### config.mk
export PLATFORM = sky130hd
export DESIGN_NAME = pl_if_ctrl_flat
export DESIGN_NICKNAME = d
export VERILOG_FILES = /design/src/rtl/pl_if_ctrl_pkg.sv /design/src/rtl/pl_if_ctrl_if.sv /design/src/rtl/pl_if_ctrl.sv /design/src/flat_wrapper.sv
export SDC_FILE = /design/constraint.sdc
export NUM_CORES = 1
export LEC_CHECK = 0
export BUFFER_PORTS_ARGS = -buffer_cell sky130_fd_sc_hd__buf_4
export CORE_ASPECT_RATIO = 2
export CORE_MARGIN = 1
export CORE_UTILIZATION = 48
export DETAILED_ROUTE_END_ITERATION = 6
export PLACE_DENSITY = 0.82
export SLEW_MARGIN = 25
export SYNTH_ARGS = -nofsm -noshare
export SYNTH_HDL_FRONTEND = slang
export SYNTH_SLANG_ARGS = --single-unit
export TNS_END_PERCENT = 5
### constraint.sdc
create_clock -name clk -period 3.64 [get_ports clk]
set_input_delay 0.364 -clock clk [delete_from_list [all_inputs] [get_ports clk]]
set_output_delay 0.364 -clock clk [all_outputs]
set_load 0.05 [all_outputs]
### src/rtl/pl_if_ctrl_pkg.sv
// Shared encodings for the IF/ID sequencer: next-PC select values (also used by
// the datapath PC mux) and the controller state encoding.
package pl_if_ctrl_pkg;

  typedef enum logic [1:0] {
    PCS_SEQ = 2'b00,
    PCS_BR  = 2'b01,
    PCS_VEC = 2'b10,
    PCS_EPC = 2'b11
  } pc_sel_e;

  typedef enum logic [1:0] {
    ST_RUN    = 2'b00,
    ST_DRAIN  = 2'b01,
    ST_VECTOR = 2'b10
  } state_e;

endpackage

### src/rtl/pl_if_ctrl_if.sv
// Hazard/redirect inputs from the pipeline and the PC / IF-ID control outputs.
// master = datapath side, slave = sequencer.
interface pl_if_ctrl_if;
  import pl_if_ctrl_pkg::*;

  logic        ld_stall;
  logic        fpu_stall;
  logic        br_taken;
  logic        mret;
  logic        irq;
  logic        irq_en;
  logic [31:0] pc;
  logic [31:0] dpc;

  logic        wpcir;
  logic        flush_ir;
  pc_sel_e     pc_sel;
  logic [31:0] epc;
  logic        epc_we;
  logic        int_ack;
  logic        in_handler;

  modport master (
    output ld_stall, fpu_stall, br_taken, mret, irq, irq_en, pc, dpc,
    input  wpcir, flush_ir, pc_sel, epc, epc_we, int_ack, in_handler
  );

  modport slave (
    input  ld_stall, fpu_stall, br_taken, mret, irq, irq_en, pc, dpc,
    output wpcir, flush_ir, pc_sel, epc, epc_we, int_ack, in_handler
  );

endinterface

### src/rtl/pl_if_ctrl.sv
// IF/ID pipeline register and PC write sequencer: stalls, branch redirect, MRET,
// and precise interrupt entry (capture EPC, drain older work, vector).
module pl_if_ctrl
  import pl_if_ctrl_pkg::*;
#(
  parameter int DRAIN_CYCLES = 3,
  parameter int CW           = 4
) (
  input logic         clk,
  input logic         clr,
  pl_if_ctrl_if.slave bus
);

  state_e        state;
  logic [CW-1:0] cnt;
  logic          id_valid;
  logic          in_handler;
  logic [31:0]   epc;

  logic          stall;
  logic          mret_ok;
  logic          take_irq;
  logic          br_ok;

  logic          wpcir;
  logic          flush_ir;
  pc_sel_e       pc_sel;
  logic          epc_we;
  logic          int_ack;

  assign stall    = bus.ld_stall | bus.fpu_stall;
  assign mret_ok  = bus.mret & id_valid;
  assign take_irq = bus.irq & bus.irq_en & ~in_handler;
  assign br_ok    = bus.br_taken & id_valid;

  always_comb begin
    // NOTE: every output gets a default first so no path leaves one unassigned (no latch).
    wpcir    = 1'b1;
    flush_ir = 1'b0;
    pc_sel   = PCS_SEQ;
    epc_we   = 1'b0;
    int_ack  = 1'b0;
    if (clr) begin
      wpcir    = 1'b0;
      flush_ir = 1'b1;
    end else begin
      case (state)
        ST_RUN: begin
          if (stall) begin
            wpcir = 1'b0;
          end else if (mret_ok) begin
            flush_ir = 1'b1;
            pc_sel   = PCS_EPC;
          end else if (take_irq) begin
            // Freeze IF/ID for the capture cycle; the ID instruction re-executes on return.
            wpcir  = 1'b0;
            epc_we = 1'b1;
          end else if (br_ok) begin
            flush_ir = 1'b1;
            pc_sel   = PCS_BR;
          end
        end
        ST_DRAIN: begin
          flush_ir = 1'b1;
          wpcir    = ~bus.fpu_stall;
        end
        ST_VECTOR: begin
          flush_ir = 1'b1;
          pc_sel   = PCS_VEC;
          int_ack  = 1'b1;
        end
        default: ;
      endcase
    end
  end

  always_ff @(posedge clk) begin
    // NOTE: sequential state uses non-blocking assignments so all registers update together.
    if (clr) begin
      state      <= ST_RUN;
      cnt        <= '0;
      id_valid   <= 1'b0;
      in_handler <= 1'b0;
      epc        <= '0;
    end else begin
      if (wpcir)  id_valid <= ~flush_ir;
      if (epc_we) epc      <= id_valid ? bus.dpc : bus.pc;
      case (state)
        ST_RUN: begin
          if (pc_sel == PCS_EPC) in_handler <= 1'b0;
          if (epc_we) begin
            state <= ST_DRAIN;
            cnt   <= CW'(DRAIN_CYCLES - 1);
          end
        end
        ST_DRAIN: begin
          if (!bus.fpu_stall) begin
            if (cnt == '0) state <= ST_VECTOR;
            else           cnt   <= cnt - 1'b1;
          end
        end
        ST_VECTOR: begin
          in_handler <= 1'b1;
          state      <= ST_RUN;
        end
        default: state <= ST_RUN;
      endcase
    end
  end

  assign bus.wpcir      = wpcir;
  assign bus.flush_ir   = flush_ir;
  assign bus.pc_sel     = pc_sel;
  assign bus.epc        = epc;
  assign bus.epc_we     = epc_we;
  assign bus.int_ack    = int_ack;
  assign bus.in_handler = in_handler;

endmodule
### src/flat_wrapper.sv
// flat-port wrapper written by rule: the top's interface ports become plain ports
module pl_if_ctrl_flat import pl_if_ctrl_pkg::*;
#(
  parameter int DRAIN_CYCLES = 3,
  parameter int CW           = 4
)
  (clk, clr, bus_ld_stall, bus_fpu_stall, bus_br_taken, bus_mret, bus_irq, bus_irq_en, bus_pc, bus_dpc, bus_wpcir, bus_flush_ir, bus_pc_sel, bus_epc, bus_epc_we, bus_int_ack, bus_in_handler);
  pl_if_ctrl_if bus_i ();
  input logic clk;
  input logic clr;
  input wire logic [$bits(bus_i.ld_stall)-1:0] bus_ld_stall;
  input wire logic [$bits(bus_i.fpu_stall)-1:0] bus_fpu_stall;
  input wire logic [$bits(bus_i.br_taken)-1:0] bus_br_taken;
  input wire logic [$bits(bus_i.mret)-1:0] bus_mret;
  input wire logic [$bits(bus_i.irq)-1:0] bus_irq;
  input wire logic [$bits(bus_i.irq_en)-1:0] bus_irq_en;
  input wire logic [$bits(bus_i.pc)-1:0] bus_pc;
  input wire logic [$bits(bus_i.dpc)-1:0] bus_dpc;
  output wire logic [$bits(bus_i.wpcir)-1:0] bus_wpcir;
  output wire logic [$bits(bus_i.flush_ir)-1:0] bus_flush_ir;
  output wire logic [$bits(bus_i.pc_sel)-1:0] bus_pc_sel;
  output wire logic [$bits(bus_i.epc)-1:0] bus_epc;
  output wire logic [$bits(bus_i.epc_we)-1:0] bus_epc_we;
  output wire logic [$bits(bus_i.int_ack)-1:0] bus_int_ack;
  output wire logic [$bits(bus_i.in_handler)-1:0] bus_in_handler;
  assign bus_i.ld_stall = bus_ld_stall;
  assign bus_i.fpu_stall = bus_fpu_stall;
  assign bus_i.br_taken = bus_br_taken;
  assign bus_i.mret = bus_mret;
  assign bus_i.irq = bus_irq;
  assign bus_i.irq_en = bus_irq_en;
  assign bus_i.pc = bus_pc;
  assign bus_i.dpc = bus_dpc;
  assign bus_wpcir = bus_i.wpcir;
  assign bus_flush_ir = bus_i.flush_ir;
  assign bus_pc_sel = bus_i.pc_sel;
  assign bus_epc = bus_i.epc;
  assign bus_epc_we = bus_i.epc_we;
  assign bus_int_ack = bus_i.int_ack;
  assign bus_in_handler = bus_i.in_handler;
  pl_if_ctrl #(.DRAIN_CYCLES(DRAIN_CYCLES), .CW(CW)) u_core (.clk(clk), .clr(clr), .bus(bus_i));
endmodule
**Yosys cells after proc, flatten, opt, wreduce, memory -nomap -nowiden**

Index checks and enable logic that the tools add are counted.

- Multiplexer cells: 35
- Equal/unequal tests: 8
- Magnitude comparators: 0
- Divide/modulo/power cells: 0
- Shift operators: 0
- Add/sub/neg operators: 1
- Reduce and logical (&&, ||, !) cells: 8
- Multipliers: 0
- Bitwise operators: 8

Operator list:

| operator | count |
|---|---|
| 2-to-1 mux 32 bit | 1 |
| 2-to-1 mux 1 bit | 18 |
| 2-to-1 mux 2 bit | 7 |
| 2-to-1 mux 4 bit | 3 |
| case mux 2 bit (2 select lines) | 2 |
| case mux 4 bit (2 select lines) | 1 |
| inequality test 2 bit (second input constant) | 3 |
| case mux 1 bit (2 select lines) | 3 |
| bitwise AND 1 bit | 4 |
| == test 2 bit (second input constant) | 2 |
| zero test 4 bit | 1 |
| inequality test 2 x 1 -> 1 bit (second input constant) | 2 |
| AND reduction 4 bit | 1 |
| nonzero test 2 bit | 2 |
| subtractor 4 x 1 -> 4 bit (second input constant) | 1 |
| inverter 1 bit | 3 |
| AND reduction 3 bit | 1 |
| == test 2 x 1 -> 1 bit (second input constant) | 1 |
| zero test 2 bit | 1 |
| AND reduction 2 bit | 1 |
| OR reduction 2 bit | 1 |
| bitwise OR 1 bit | 1 |

- Latch bits: 0
- Memories: 0
- RAM bits: 0
- Output and inout bits: 39
- Input bits: 72
- Register bits after elaboration: 40
- Word-level logic and storage cells: 65
- Memory bits (read-only): 0

**Logic depth before layout (Yosys ltp)**

Gate-level depths: netlist of run 1.

- Depth after elaboration: 10
- Depth in mapped cells: 8
- Depth with buffers taken out: 6

**Least setup slack after synthesis of run 1**

No wires, ideal clock.

- Path type: register to output
- From: register u_core.state[1]
- To: output port bus_flush_ir
- Path slack: 0.715 ns
- Required time: 3.276 ns
- Arrival: 2.561 ns
- Buffers on the path: 0
- Stages on the path, launching flop included: 7
- Path through: dfxtp_1 > inv_1 > ha_1 > nor4bb_1 > o211ai_1 > nor2b_1 > o21ai_0

- Longest elaborated chain between the ends: 4
- Elaborated cells between the ends (all ways): 6
- Classes of those cells: eq/ne (2); mux (2); reduce/logical (2)

RTL lines:

| element | line | text |
|---|---|---|
| from (decl) | pl_if_ctrl.sv:14 | `state_e state;` |
| from (signal assigned) | pl_if_ctrl.sv:80 | `state <= ST_RUN;` |
| from (signal assigned) | pl_if_ctrl.sv:92 | `state <= ST_DRAIN;` |
| from (signal assigned) | pl_if_ctrl.sv:98 | `if (cnt == '0) state <= ST_VECTOR;` |
| == test 2 bit / == test 2 x 1 -> 1 bit (equally long branches) | pl_if_ctrl.sv:47 | `case (state)` |
| OR reduction 2 bit (no line) | -- |  |
| case mux 1 bit (2 select lines) (*) | pl_if_ctrl.sv:47 |  |
| 2-to-1 mux 1 bit (*) | pl_if_ctrl.sv:43 | `if (clr) begin` |
| to (decl) | flat_wrapper.sv:20 | `output wire logic [$bits(bus_i.flush_ir)-1:0] bus_flush_ir;` |

Every way passes the cells marked *; elsewhere a longest branch is shown, timed or not.

**Worst setup path in the final report of run 1**

Same ends and word-level chain as after synthesis.

==> results of run 1 <==
==> worst min-delay path by stage <==
stage | from | to | cells past startpoint
6_report | bus_pc[28] | u_core.bus.epc[28] | 3
5_1_grt | bus_pc[28] | u_core.bus.epc[28] | 3
4_1_cts | bus_pc[28] | u_core.bus.epc[28] | 3
3_5_place_dp | u_core.bus.epc[17] | u_core.bus.epc[17] | 2
3_3_place_gp | u_core.bus.epc[23] | u_core.bus.epc[23] | 2
2_1_floorplan | u_core.cnt[3] | u_core.cnt[3] | 1
==> state kept, by name (all words and copies together) (netlist names) <==
name and flops:
u_core.state 2, u_core.bus.in_handler 1, u_core.cnt 4, u_core.bus.epc 32, u_core.id_valid 1
==> layer usage <==
metal / vias to the layer above / wire (µm)
li1: 992 / -
met1: 927 / 1870
met2: 63 / 3080
met3: 17 / 229
met4: 0 / 197
met5: - / 0
==> tightest hold or removal path, delay by kind of cell <==
family | cells | cell delay [ns]
mux | 1 | 0.11
compound gates | 1 | 0.08
buf+inv | 1 | 0.11
==> power groups by stage <==
stage               logic, mW  registers (mW)  clock network, mW
global route            0.225           0.456              0.412
detailed placement      0.212           0.464                  0
floorplan              0.0972           0.488                  0
global placement        0.209           0.464                  0
CTS                     0.213           0.454              0.389
finish                  0.211           0.454              0.381
==> cell usage after synthesis <==
cell type,instances,share of area (%)
o21a_1,1,0.36
nor4bb_1,2,0.97
nand2_1,1,0.18
buf_6,1,0.54
a32o_1,2,0.97
o311a_1,1,0.48
nand3_1,3,0.72
o31ai_4,1,1.0
inv_1,9,1.6
nand3b_1,1,0.36
a21oi_1,5,1.2
nor2b_1,2,0.60
a41o_1,1,0.48
mux2i_1,32,15
nor2_1,37,6.7
a211oi_2,10,6.0
o211ai_1,1,0.36
or2_2,2,0.60
dfxtp_1,40,39
clkbuf_1,9,1.6
ha_1,7,4.2
and2_1,2,0.60
a311o_1,1,0.48
or3b_2,1,0.42
o31ai_1,1,0.36
or3_1,1,0.30
or4b_4,1,0.66
nor4b_1,1,0.42
buf_2,5,1.2
a31oi_1,2,0.60
o21ai_0,2,0.48
buf_4,2,0.72
a31o_2,1,0.42
a311oi_1,1,0.42
nor3_2,1,0.48
nand2b_1,1,0.30
a211oi_1,24,8.7
and3_1,1,0.30
==> kinds of logic (layout without fill, tap and decap cells) <==
kind of cell,Yosys count,after routing
and+or+nand+nor,57,57
muxes,32,32
buffers and inverters,26,130
adders and majority gates,7,7
AOI/OAI and AO/OA,54,54
DFF,40,40
==> layout make-up <==
type	count	area share [%]
inverter	9	1.11
clock inverter	2	1.28
clock buffer	6	2.72
multi-input combinational	150	38.3
sequential	40	26.5
tap	52	2.15
timing repair buffer	113	28.0
==> per-stage QoR <==
step	worst slack (ns)	power (mW)	hold WS [ns]	instance area (µm²)	utilization, %
6_report	0.812	1.05	0.417	3030	73.4
5_1_grt	0.602	1.09	0.417	3030	73.4
4_1_cts	0.793	1.06	0.412	3030	73.4
3_5_place_dp	0.961	0.676	0.493	2910	70.5
3_3_place_gp	1.08	0.674	0.486	2910	70.5
2_1_floorplan	0.715	0.585	0.484	2070	-
==> flow_summary.yaml, run 1 <==
routing:
  via_per_inst: 5.37
  drt_iter0_drc: 26
  drc: 0
  wirelength_um: 5380
  vias: 1999
  drtAntennaViolNets: 0
  firstDrtPassIters: 4
  post_drt_wl_per_cell_um: 14.5
cells_and_area:
  final_cell_mix: "buf_4, dfxtp_1, nor2_1, mux2i_1, a211oi_1"
  nFillCells: 341
  fin_cells: 372
  regArea_um2: 802
  drive_gt1_share_pct: 43.4
  area_delta_synth_final_pct: 46.1
  final_common_cell: "buf_4"
  multiInputGateArea_um2: 1160
  fin_nets: 398
  num_antenna_cells: 0
global_route:
  grtUsageMet2_pct: 44.8
  top_usage_layer: "met2"
  overflow: 0
  grt_use_total_pct: 24.1
  grt_pass1_wl_um: 8470
  grtUsageMet1_pct: 23.7
  first_global_vias: 1884
  antenna_found_initial: 0
  met3_usage_pct: 5.31
  grt_start_max_net_pins: 45
critical_path:
  timing.rr.end: "u_core.bus.epc[20]"
  critical_path.top_delay_family: "simple AND/OR/NAND/NOR gates"
  r2r-start: "u_core.state[1]"
  end_kind: "primary output"
  required_ns: 3.28
  slowest_delay_ns: 0.56
  path_class: "flip-flop to primary output"
  reg2regPathDepth: 7
  crit_chain: "inv_1 -> ha_1 -> nor4bb_1 -> o211ai_1 -> nor2b_1 -> o21ai_0 -> buf_4"
  cp_max_fo: 8
  crit_slowest_cell: "nor4bb_1"
  start_kind: "flip-flop"
  critical_path_buf_inv_count: 2
  crit_start: "u_core.state[1]"
  cp_num_cells: 7
  worstSetupEndpoint: "bus_flush_ir"
  rrSetupSlack_ns: 0.97
  arrival_ns: 2.46
power_and_ir_drop:
  power_frac_seq_pct: 43.4
  pwr-share-comb_pct: 20.2
  internal_power_mw: 0.773
  pwr_density_cell_nw_per_um2: 345
  p_switching_mw: 0.273
  clkPwrFrac_pct: 36.4
  ir_drop_v: 0.000304
  p_sw_share_pct: 26.1
  leakagePower_nw: 1.28
sta:
  slew_headroom_pct: 59.4
  skew_ns: 0.00823
  max_freq_mhz: 354
  tightestPinTransition_ns: 0.608
  setup_violations: 0
  period_share_pct: 77.7
  drv_slew: 0
  rsz0062_at_grt: "no"
  fin_tns_setup_ns: 0
  final_hold_viol_count: 0
  layout_min_cycle_time_ns: 2.83
cts:
  cts_root_buffer: "clkbuf_8"
  clkLatencyLatePin_ns: 0.29
  cts_hold_buf: 0
  clkTransAtPathRegs_ns: 0.08
  cts_made_buffers: 5
  cts_tree: "yes"
  cts_resized: 0
  cts_sinks: 40
  cts_setup_buffers: 0
  cts_buffer_depth: 2
  ctsHtreeMaxLevel: 2
yosys:
  synth_top_family_by_area: "compound AO/OA/AOI/OAI gates"
  yosys-mux-area-fraction_pct: 15.4
  postSynthCellCount: 216
  synth_area_per_cell_um2: 9.60
  yosys.cell_types.count: 38
  syn-num-nets: 295
  synthXorXnorAreaFrac_pct: 0
  yosys_warnings: 0
  syn_area_um2: 2070
  synth.yosys.seq_area_share_pct: 38.6
  synthAdderAreaFrac_pct: 4.22
  synth-compound-area-share_pct: 22.4
  yosys.area_share.simple_pct: 13.6
  ys_seq_elements: 40
floorplan:
  fp.dieW_um: 48.5
  core_area_um2: 4130
  initial_core_util_pct: 50.2
  pin_count: 111
  fp-row-count: 33
  die_area_um2: 4600
  die_h_um: 95.0
status:
  outcome: "finished clean"
placed_design:
  dp_cells: 364
  io_buffers: 110
  hpwl_um: 4140
  routabilityCongestion: 0.770
flow_run:
  maxCapViolCount: 0
worst_hold_path:
  hp-class: "input port to flip-flop"
(Power assumes the default switching activity.)
==> inputs of run 2 (changes only) <==
--- a/config.mk
+++ b/config.mk
@@ -5,12 +5,13 @@
 export SDC_FILE = /design/constraint.sdc
 export NUM_CORES = 1
 export LEC_CHECK = 0
+export ABC_AREA = 1
 export BUFFER_PORTS_ARGS = -buffer_cell sky130_fd_sc_hd__buf_4
 export CORE_ASPECT_RATIO = 2
 export CORE_MARGIN = 1
-export CORE_UTILIZATION = 48
+export CORE_UTILIZATION = 41
 export DETAILED_ROUTE_END_ITERATION = 6
-export PLACE_DENSITY = 0.82
+export PLACE_DENSITY = 0.74
 export SLEW_MARGIN = 25
 export SYNTH_ARGS = -nofsm -noshare
 export SYNTH_HDL_FRONTEND = slang
==> constraint.sdc (replaced) <==
create_clock -name clk -period 2.5 [get_ports clk]
set_input_delay 0.25 -clock clk [delete_from_list [all_inputs] [get_ports clk]]
set_output_delay 0.25 -clock clk [all_outputs]
set_load 0.05 [all_outputs]
==> flow_summary.yaml, run 2 <==
routing:
  drtAntennaViolNets: 0
  drt_iter0_drc: 29
  vias: 2057
  firstDrtPassIters: 4
  drc: 0
  wirelength_um: 5280
  via_per_inst: 5.03
  post_drt_wl_per_cell_um: 12.9
flow_run:
  maxCapViolCount: 0
floorplan:
  core_area_um2: 4950
  fp-row-count: 36
  initial_core_util_pct: 43.0
  die_h_um: 104
  die_area_um2: 5510
  pin_count: 111
  fp.dieW_um: 53.0
global_route:
  grt_use_total_pct: 20.5
  grt_pass1_wl_um: 8400
  overflow: 0
  antenna_found_initial: 0
  first_global_vias: 1957
  grt_start_max_net_pins: 33
cells_and_area:
  fin_nets: 431
  final_common_cell: "buf_4"
  final_cell_mix: "buf_4, dfxtp_1, mux2i_1, nand2_1, o21ai_1"
  top_regs: "u_core.bus.epc (32), u_core.cnt (4), u_core.state (2)"
  largest-register: "u_core.bus.epc"
  multiInputGateArea_um2: 1140
  area_delta_synth_final_pct: 41.9
  regArea_um2: 802
  num_antenna_cells: 0
  drive_gt1_share_pct: 45.2
  fin_cells: 409
  largest_reg_flops: 32
  nFillCells: 482
yosys:
  synth_area_per_cell_um2: 8.63
  postSynthCellCount: 247
  syn-num-nets: 326
  synth_top_family_by_area: "compound AO/OA/AOI/OAI gates"
  yosys.area_share.simple_pct: 12.1
  yosys.cell_types.count: 24
  yosys_warnings: 0
  yosys-top-cells-area: "dfxtp_1, mux2i_1, a21oi_2"
  post-synth-top-area-cell: "dfxtp_1"
  yosys-top-cells-count: "dfxtp_1, mux2i_1, nand2_1"
  synth_top_area_share_pct: 37.6
  synthXorXnorAreaFrac_pct: 0
  synth-compound-area-share_pct: 22.2
  ys_seq_elements: 40
  synth_flop_cell: "dfxtp_1"
  yosys-mux-area-fraction_pct: 15.0
  synth.most_common_cell: "dfxtp_1"
  async_flop_share_pct: 0
  synth.yosys.seq_area_share_pct: 37.6
  synthAdderAreaFrac_pct: 4.11
  synth_edf_count: 0
  syn_area_um2: 2130
cts:
  cts_resized: 0
  clkLatencyLatePin_ns: 0.28
  cts_hold_buf: 0
  cts_root_buffer: "clkbuf_8"
  cts_made_buffers: 5
  cts_sinks: 40
  cts_setup_buffers: 0
  cts_tree: "yes"
  ctsHtreeMaxLevel: 2
  clkTransAtPathRegs_ns: 0.08
  cts_buffer_depth: 2
power_and_ir_drop:
  p_switching_mw: 0.843
  clkPwrFrac_pct: 18.7
  ir_drop_v: 0.000487
  internal_power_mw: 1.29
  p_sw_share_pct: 39.6
  pwr_density_cell_nw_per_um2: 704
  power_frac_seq_pct: 35.7
  pwr-share-comb_pct: 45.5
  leakagePower_nw: 1.41
placed_design:
  io_buffers: 110
  dp_cells: 402
  hpwl_um: 4160
  routabilityCongestion: 0.879
critical_path:
  arrival_ns: 1.75
  end_kind: "primary output"
  path_class: "flip-flop to primary output"
  required_ns: 2.25
  start_kind: "flip-flop"
  cp_max_fo: 4
sta:
  fin_tns_setup_ns: 0
  final_hold_viol_count: 0
  layout_min_cycle_time_ns: 2.00
  tightestPinTransition_ns: 0.476
  slew_headroom_pct: 68.3
  max_freq_mhz: 501
  skew_ns: 0.00757
  rsz0062_at_grt: "no"
  setup_violations: 0
  drv_slew: 0
  period_share_pct: 79.9
status:
  outcome: "finished clean"
worst_hold_path:
  hp-class: "input port to flip-flop"
-- run 2: power groups by stage --
stage	combinational (mW)	clock [mW]	sequential, mW
floorplan	0.706	0	0.805
global route	1.08	0.442	0.769
CTS	0.984	0.413	0.760
global placement	0.965	0	0.773
detailed placement	0.981	0	0.775
finish	0.970	0.399	0.761
-- run 2: cell families after synthesis --
family                   after synthesis
AO/OA/AOI/OAI                         72
adder cells (fa/ha/maj)                7
buffers and inverters                 37
flip-flops                            40
multiplexers                          32
AND/OR/NAND/NOR                       59
-- run 2: path summary, 6_finish.rpt --
| path | start | to | slack, ns | cells past startpoint |
|---|---|---|---|---|
| setup / recovery | u_core.state[0] | bus_flush_ir | 0.50 | 9 |
| hold / removal | clr | u_core.cnt[1] | 0.19 | 2 |
| hold reg to reg | u_core.cnt[1] | u_core.cnt[1] | 0.50 | 2 |
| setup reg to reg | u_core.state[1] | u_core.bus.epc[17] | 0.74 | 9 |
-- run 2: critical path, stage by stage (launching register included) --
cell      delay (ns)
dfxtp_1         0.39
inv_1           0.10
ha_1            0.24
nand3_1         0.11
clkinv_1        0.10
nand3_1         0.13
nand2_1         0.08
nand2_1         0.06
nand2_1         0.05
buf_4           0.20
-- run 2: final cells by class --
cell class | instances | share of cell area (%)
inverter | 21 | 2.61
clock inverter | 1 | 0.165
multi-input combinational | 170 | 37.7
sequential | 40 | 26.5
tap | 57 | 2.36
clock buffer | 6 | 2.40
timing repair buffer | 114 | 28.3
-- run 2: routing by layer --
layer  vias to the layer above  global-route usage (%)  wire length (µm)
met4                         0                    13.0               252
li1                       1056                       -                 -
met2                        71                    37.6              2970
met1                       914                    19.1              1820
met5                         -                       0                 0
met3                        16                    3.80               244
-- run 2: metrics by stage --
step | total power [mW] | utilization, % | hold WS, ns | setup slack [ns] | instance area [µm²]
final | 2.13 | 61.1 | 0.192 | 0.504 | 3030
after global routing | 2.29 | 61.1 | 0.183 | 0.284 | 3030
after detailed placement | 1.76 | 59.5 | 0.488 | 0.751 | 2950
after floorplan | 1.51 | - | 0.447 | 0.563 | 2130
after global placement | 1.74 | 59.5 | 0.488 | 0.841 | 2950
after CTS | 2.16 | 61.1 | 0.185 | 0.477 | 3030
==> inputs of run 3 (changes only) <==
--- a/config.mk
+++ b/config.mk
@@ -9,9 +9,9 @@
 export BUFFER_PORTS_ARGS = -buffer_cell sky130_fd_sc_hd__buf_4
 export CORE_ASPECT_RATIO = 2
 export CORE_MARGIN = 1
-export CORE_UTILIZATION = 41
+export CORE_UTILIZATION = 45
 export DETAILED_ROUTE_END_ITERATION = 6
-export PLACE_DENSITY = 0.74
+export PLACE_DENSITY = 0.77
 export SLEW_MARGIN = 25
 export SYNTH_ARGS = -nofsm -noshare
 export SYNTH_HDL_FRONTEND = slang
==> constraint.sdc (replaced) <==
create_clock -name clk -period 2 [get_ports clk]
set_input_delay 0.2 -clock clk [delete_from_list [all_inputs] [get_ports clk]]
set_output_delay 0.2 -clock clk [all_outputs]
set_load 0.05 [all_outputs]
==> flow_summary.yaml, run 3 (synthesis gave the netlist of run 2 again) <==
cells_and_area:
  regArea_um2: 805
  multiInputGateArea_um2: 1150
  final_cell_mix: "buf_4, dfxtp_1, mux2i_1, nand2_1, o21ai_1"
  largest_reg_flops: 32
  nFillCells: 409
  area_delta_synth_final_pct: 45.0
  num_antenna_cells: 0
  fin_nets: 434
  fin_cells: 411
  drive_gt1_share_pct: 46.9
  final_common_cell: "buf_4"
  top_regs: "u_core.bus.epc (32), u_core.cnt (4), u_core.state (2)"
  largest-register: "u_core.bus.epc"
sta:
  whs_ns: 0.148
  max_freq_mhz: 532
  slew_headroom_pct: 72.1
  drv_slew: 0
  fin_tns_setup_ns: 0
  setup_violations: 0
  tightestPinTransition_ns: 0.418
  rsz0062_at_grt: "yes"
  layout_min_cycle_time_ns: 1.88
  final_hold_viol_count: 0
  skew_ns: 0.00971
  period_share_pct: 93.9
worst_hold_path:
  hp-class: "input port to flip-flop"
  holdCritStartpoint: "clr"
critical_path:
  cpMostUsedCell: "nand2_1"
  critical_path_buf_inv_count: 3
  critical_path.top_delay_family: "simple AND/OR/NAND/NOR gates"
  crit_chain: "inv_1 -> ha_1 -> nand3_1 -> clkinv_1 -> nand3_1 -> nand2_1 -> nand2_1 -> nand2_1 -> buf_6"
  end_kind: "primary output"
  cp_max_fo: 4
  path_class: "flip-flop to primary output"
  required_ns: 1.80
  crit_slowest_cell: "dfxtp_2"
  arrival_ns: 1.68
  r2r-start: "u_core.state[0]"
  slowest_delay_ns: 0.37
  start_kind: "flip-flop"
  crit_start: "u_core.state[0]"
routing:
  post_drt_wl_per_cell_um: 13.4
  wirelength_um: 5500
  vias: 2104
  via_per_inst: 5.12
  drtAntennaViolNets: 0
  drt_iter0_drc: 31
  firstDrtPassIters: 4
  drc: 0
global_route:
  grt_use_total_pct: 23.3
  antenna_found_initial: 0
  overflow: 0
  grt_pass1_wl_um: 8850
  first_global_vias: 2017
  grt_start_max_net_pins: 37
status:
  outcome: "finished clean"
power_and_ir_drop:
  pwr_density_cell_nw_per_um2: 891
  ir_drop_v: 0.000663
  power_mw: 2.75
  leakagePower_nw: 1.43
placed_design:
  io_buffers: 110
  dp_cells: 403
  hpwl_um: 4290
  routabilityCongestion: 0.765
floorplan:
  core_area_um2: 4550
  fp.dieW_um: 50.7
  initial_core_util_pct: 46.8
  die_h_um: 99.3
  die_area_um2: 5030
  fp-row-count: 35
  pin_count: 111
cts:
  clkTransAtPathRegs_ns: 0.07
  cts_buffer_depth: 2
  ctsHtreeMaxLevel: 2
  clkLatencyLatePin_ns: 0.29
  cts_made_buffers: 5
  cts_root_buffer: "clkbuf_8"
  cts_tree: "yes"
  cts_sinks: 40
  cts_setup_buffers: 0
flow_run:
  maxCapViolCount: 0
[run 3: cell types whose count changed in the layout (fill, tap and decap cells not counted), sizes merged]
cell,delta
inv,-1
buf,+3
clkinv,+1
clkinvlp,+1
[run 3: final cells by class]
cell class | instances | area share [%]
Sequential cell | 40 | 26.0
Clock buffer | 6 | 2.35
Tap cell | 55 | 2.23
Multi-Input combinational cell | 170 | 37.1
Timing Repair Buffer | 117 | 29.1
Clock inverter | 2 | 0.526
Inverter | 21 | 2.71
[run 3: worst register-to-register path: stages (launching register included)]
cell      delay, ns
dfxtp_2        0.37
inv_1          0.09
ha_1           0.24
nand3_1        0.11
nor2_1         0.06
nand2_1        0.14
clkinv_4       0.13
buf_12         0.20
o21ai_1        0.19
a21oi_2        0.04
[run 3: through the flow]
step           util [%]  instance area (µm²)  setup WS, ns
3_3_place_gp       65.4                 2980         0.387
2_1_floorplan         -                 2130         0.113
6_report           67.9                 3090         0.122
5_1_grt            67.9                 3090       0.00619
4_1_cts            67.4                 3070        0.0428
3_5_place_dp       65.4                 2980         0.282
[run 3: worst paths after layout]
| path | endpoint | slack (ns) | depth (start not counted) |
|---|---|---|---|
| min | u_core.cnt[1] | 0.15 | 2 |
| max reg2reg | u_core.bus.epc[4] | 0.34 | 9 |
| max | bus_flush_ir | 0.12 | 9 |
| min reg2reg | u_core.bus.in_handler | 0.49 | 2 |
[run 3: where the power goes]
| part | internal (mW) | total [mW] | switching [mW] |
|---|---|---|---|
| registers | 0.873 | 0.934 | 0.0616 |
| clock network | 0.248 | 0.531 | 0.283 |
| logic | 0.525 | 1.29 | 0.764 |
| total | 1.65 | 2.75 | 1.11 |
[run 3: metal layers]
layer	global-route usage [%]	up-vias	wire length [µm]
met2	44.1	79	3110
li1	-	1052	-
met1	22.7	950	1880
met3	3.36	23	225
met5	0	-	0
met4	13.5	0	292
[run 3: what timing repair did]
action | CTS | global route
resized for setup | 0 | 8
endpoints found under the setup margin | 0 | 3
hold buffers | 0 | 0
hold endpoints to repair | 0 | 0
